`src/rtl/jogo_pkg.sv`:
```
// Shared definitions for the LED-matrix puzzle control unit: state codes,
// output bundle and the Moore output decode.
package jogo_pkg;

  typedef enum logic [2:0] {
    INICIAL = 3'd0,
    PREPARA = 3'd1,
    CARREGA = 3'd2,
    JOGANDO = 3'd3,
    PROXIMO = 3'd4,
    PAUSA   = 3'd5,
    VENCEU  = 3'd6,
    PERDEU  = 3'd7
  } estado_t;

  localparam logic [2:0] ULTIMO_NIVEL = 3'd4;
  localparam int         DB_ESTADO_W  = 4;

  typedef struct packed {
    logic zera_n;
    logic conta_n;
    logic zera_m;
    logic pronto;
    logic ganhou;
    logic perdeu;
  } saidas_t;

  function automatic saidas_t decodifica(input estado_t e);
    saidas_t s;
    s = '0;
    case (e)
      PREPARA: begin s.zera_n = 1'b1; s.zera_m = 1'b1; end
      CARREGA: s.zera_m = 1'b1;
      PROXIMO: s.conta_n = 1'b1;
      VENCEU:  begin s.pronto = 1'b1; s.ganhou = 1'b1; end
      PERDEU:  begin s.pronto = 1'b1; s.perdeu = 1'b1; end
      default: s = '0;
    endcase
    return s;
  endfunction

  function automatic int max_int(input int a, input int b);
    return (a > b) ? a : b;
  endfunction

endpackage

```
`src/rtl/unidade_controle_jogo_contador_tempo.sv`:
```
// Cycle timer with synchronous clear and enable; flags when the count equals
// a runtime limit so one counter serves both level timeout and pause length.
module contador_tempo #(
  parameter int W = 26
) (
  input  logic         clock,
  input  logic         reset,
  input  logic         limpa,
  input  logic         habilita,
  input  logic [W-1:0] limite,
  output logic         fim
);

  logic [W-1:0] valor_q, valor_d;

  always_comb begin
    valor_d = valor_q;
    if (limpa)         valor_d = '0;
    else if (habilita) valor_d = valor_q + W'(1);
  end

  always_ff @(posedge clock or negedge reset) begin
    if (!reset) valor_q <= '0;
    else        valor_q <= valor_d;
  end

  assign fim = (valor_q == limite);

endmodule

```
`src/rtl/unidade_controle_jogo.sv`:
```
// Game control FSM: starts a game, reloads the matrix each level, times each
// level and the inter-level pause, and reports win/loss.
module unidade_controle_jogo
  import jogo_pkg::*;
#(
  parameter int TIMEOUT_CYCLES = 50_000_000,
  parameter int PAUSA_CYCLES   = 25_000_000
) (
  input  logic                   clock,
  input  logic                   reset,
  input  logic                   iniciar,
  input  logic                   nivel_concluido,
  input  logic                   nivelIgualUltimoNivel,
  output logic                   zeraN,
  output logic                   contaN,
  output logic                   zeraM,
  output logic                   pronto,
  output logic                   ganhou,
  output logic                   perdeu,
  output logic [DB_ESTADO_W-1:0] db_estado
);

  localparam int TW = $clog2(max_int(TIMEOUT_CYCLES, PAUSA_CYCLES));
  localparam logic [TW-1:0] LIM_JOGO  = TW'(TIMEOUT_CYCLES - 1);
  localparam logic [TW-1:0] LIM_PAUSA = TW'(PAUSA_CYCLES - 1);

  estado_t       state_q, state_d;
  saidas_t       saidas_q, saidas_d;
  logic          timer_limpa, timer_habilita, timer_fim;
  logic [TW-1:0] timer_limite;

  // Timer is cleared in the single cycle before each timed state.
  assign timer_limpa    = (state_q == CARREGA) || (state_q == PROXIMO);
  assign timer_habilita = (state_q == JOGANDO) || (state_q == PAUSA);
  assign timer_limite   = (state_q == PAUSA) ? LIM_PAUSA : LIM_JOGO;

  contador_tempo #(.W(TW)) u_timer (
    .clock    (clock),
    .reset    (reset),
    .limpa    (timer_limpa),
    .habilita (timer_habilita),
    .limite   (timer_limite),
    .fim      (timer_fim)
  );

  always_comb begin
    state_d = state_q;
    case (state_q)
      INICIAL: if (iniciar) state_d = PREPARA;
      PREPARA: state_d = CARREGA;
      CARREGA: state_d = JOGANDO;
      JOGANDO: begin
        // Completion takes priority over a coincident timeout.
        if (nivel_concluido && nivelIgualUltimoNivel) state_d = VENCEU;
        else if (nivel_concluido)                     state_d = PROXIMO;
        else if (timer_fim)                           state_d = PERDEU;
      end
      PROXIMO: state_d = PAUSA;
      PAUSA:   if (timer_fim) state_d = CARREGA;
      VENCEU:  if (iniciar) state_d = PREPARA;
      PERDEU:  if (iniciar) state_d = PREPARA;
      default: state_d = INICIAL;
    endcase
    saidas_d = decodifica(state_d);
  end

  always_ff @(posedge clock or negedge reset) begin
    if (!reset) begin
      state_q  <= INICIAL;
      saidas_q <= '0;
    end else begin
      state_q  <= state_d;
      saidas_q <= saidas_d;
    end
  end

  assign zeraN     = saidas_q.zera_n;
  assign contaN    = saidas_q.conta_n;
  assign zeraM     = saidas_q.zera_m;
  assign pronto    = saidas_q.pronto;
  assign ganhou    = saidas_q.ganhou;
  assign perdeu    = saidas_q.perdeu;
  assign db_estado = DB_ESTADO_W'(state_q);

endmodule

```
`config.mk`:
```
export PLATFORM = sky130hd
export DESIGN_NAME = unidade_controle_jogo
export DESIGN_NICKNAME = d
export VERILOG_FILES = /design/src/rtl/jogo_pkg.sv /design/src/rtl/unidade_controle_jogo_contador_tempo.sv /design/src/rtl/unidade_controle_jogo.sv
export SDC_FILE = /design/constraint.sdc
export NUM_CORES = 1
export LEC_CHECK = 0
export CAP_MARGIN = 30
export CORE_ASPECT_RATIO = 0.75
export CORE_MARGIN = 2
export CORE_UTILIZATION = 40
export CTS_BUF_LIST = sky130_fd_sc_hd__clkbuf_16
export CTS_CLUSTER_SIZE = 14
export DETAILED_ROUTE_END_ITERATION = 8
export MAX_ROUTING_LAYER = met4
export PLACE_DENSITY = 0.58
export SYNTH_ARGS = -nofsm -noshare
export SYNTH_HDL_FRONTEND = slang
export SYNTH_SLANG_ARGS = --single-unit
```
`constraint.sdc`:
```
create_clock -name clock -period 2.2 [get_ports clock]
set_input_delay 0.66 -clock clock [delete_from_list [all_inputs] [get_ports clock]]
set_output_delay 0.66 -clock clock [all_outputs]
set_load 0.1 [all_outputs]
```
==> run metrics <==
area leader, netlist dfrtp_1; syn nets 209; placer's final routability congestion estimate 0.809; status completed; Leakage Power 0.967 nW; TritonCTS Buffers 5; Clock Path Buffers 2; CP required 2.34 ns; RR Startpoint u_timer.valor_q[0]; max_cap viols 0; clock sink count 35; wire per inst 14.4 um; DR iter-0 viols 122; die area 5440 um^2; Clock Skew 0.00499 ns; CTS Hold Bufs 0; most common cell in the netlist dfrtp_1; Post-DP HPWL 2.87 mm; Worst IR Drop VDD 1.09 mV; Initial Util 42.5%; Ant. Diodes 0; first-pass GRT wire length 7.22 mm; Final Hold Viols 0; Storage cell area 880 um^2; Post-DRT Antenna Nets 0; max-slew violations 0; Finished Cell Area 2310 um^2; setup TNS 0 ns; post-synth top area share 45.1%; Finish-stage setup viols 0; Synth Flop Type dfrtp_1; crit path DAT 2.22 ns; die height 64.4 um; crit path capture type flip-flop; ranking of synthesized cells by area dfrtp_1 45%, xnor2_1 5.0%, nor2_1 4.4%; Tot GR Track Use 17.6%; Worst Hold Class flip-flop to flip-flop; vias per inst 5.50; post-CTS setup buffer count 0; Rows 21; Rel. slew slack 66.8%; Synth async-reset ratio 100%; share of layout cells above drive strength 1 18.4%; Overflow after GRT 0; syn avg cell area 9.57 um^2; Final min period 2.08 ns; cell area after synthesis 1940 um^2; Worst setup SP type flip-flop; Placeable Area 4570 um^2; Synth warnings 0; placed cell count 272; final net count 228; flops & latches, synth 35; WL final 4.03 mm; Filler Cells Inserted 437; root buf cell clkbuf_16; clk slew on worst S/H paths 0.05 ns; post-layout power 2.95 mW; CTS tree built; multi-input logic area 1010 um^2; unrepaired setup endpoints after global routing false; vias in the first global route 1500; synth unique cells 43; Post-CTS Resized 0; post-synthesis cell count 203; power density over the cells 1280 nW/um^2; crit-path max FO 5; largest net degree at the start of global routing 36; First-pass DRT Iterations 4; non-filler instance count after layout 280; EDFF count, synth 0; Die Wd 84.5 um; fin crit share 94.5%; synth cell count leaders 35 x dfrtp_1, 23 x nor2_1, 20 x nand2_1; I/O pin cnt 15; routed vias 1541; post-synthesis sequential area ratio 45.1%; worst-case reg-to-reg path depth 6; maximum clock frequency 481 MHz; crit path kind flip-flop to flip-flop; Clk Latency, worst-skew pair 0.28 ns; hold_sp u_timer.valor_q[1]; placed inst area 2170 um^2; Worst Setup SP u_timer.valor_q[0]; H-tree depth 2; drt drc 0; input/output buffers 13; hold depth 2; initial antenna violation count 0; area grow syn2layout 18.9%; actual slew at the worst max-slew pin 0.494 ns
layer usage:
metal  vias to the layer above  GRT usage [%]  routed length, um  share of wire [%]
li1                        767              -                  -                  -
met1                       752           24.2               2070                 51
met2                        15           24.9               1770                 44
met3                         7           4.26                114                2.8
met4                         0           7.34                 76                1.9
met5                         -              -                  0                  0
area by class of cell:
class	count	share of cell area, %
tap	57	3.09
multi-input combinational	157	43.9
sequential	35	38.1
clock buffer	5	5.41
timing repair buffer	20	8.55
inverter	3	0.487
clock inverter	3	0.487
cell families (layout without fill, tap and decap cells):
| group | count (synthesis) | after routing | synth area share [%] |
|---|---|---|---|
| and+or+nand+nor | 110 | 110 | 34.1 |
| muxes | 2 | 2 | 1.03 |
| xor gates and xnor gates | 17 | 17 | 8.05 |
| buffers and inverters | 11 | 31 | 2.70 |
| other | 1 | 1 | 0.193 |
| DFF | 35 | 35 | 45.1 |
| adders and majority gates | 1 | 1 | 0.644 |
| AOI/OAI and AO/OA | 26 | 26 | 8.18 |
sequential cells by signal, indices dropped and copies added, names as in the netlist:
| signal | count |
|---|---|
| contaN | 1 |
| ganhou | 1 |
| perdeu | 1 |
| pronto | 1 |
| state_q | 3 |
| u_timer.valor_q | 26 |
| zeraM | 1 |
| zeraN | 1 |
metrics by stage:
stage	hold slack [ns]	setup slack (ns)	utilization, %
finish	0.539	0.122	50.5
global route	0.586	0.0467	50.5
global placement	0.499	0.131	47.6
detailed placement	0.524	0.0705	47.6
CTS	0.534	0.174	50.5
floorplan	0.364	0.112	-
power by group:
part / total [mW] / internal [mW] / switching, mW
clock network: 0.651 / 0.407 / 0.245
logic: 1.39 / 0.424 / 0.964
registers: 0.914 / 0.758 / 0.156
total: 2.95 / 1.59 / 1.37
cell usage in the layout, fill, tap and decap left out, drive strengths merged, types with 7 or more instances in the layout:
master | Yosys | layout
nor3 | 10 | 10
o21ai | 11 | 11
nand3 | 12 | 12
a21oi | 8 | 8
nor2 | 23 | 23
dfrtp | 35 | 35
buf | 5 | 16
nand4 | 7 | 7
xnor2 | 11 | 11
nand2 | 20 | 20
or3 | 7 | 7
critical path, cell delays in order (launching register included):
cell and delay [ns]:
dfrtp_1 0.42, ha_1 0.22, and3_1 0.30, nand2_1 0.15, a2111oi_2 0.39, mux2i_1 0.36, nor3_1 0.11
final timing paths:
| path | end | slack (ns) |
|---|---|---|
| max in group asynchronous | state_q[0] | 1.06 |
| min in group asynchronous | u_timer.valor_q[0] | 0.80 |
| worst min register to register | u_timer.valor_q[1] | 0.54 |
| worst max-delay path | zeraM | 0.12 |
| worst max register to register | zeraM | 0.12 |
| worst min-delay path | u_timer.valor_q[1] | 0.54 |
Note: power is estimated with default switching activity, not from simulation.
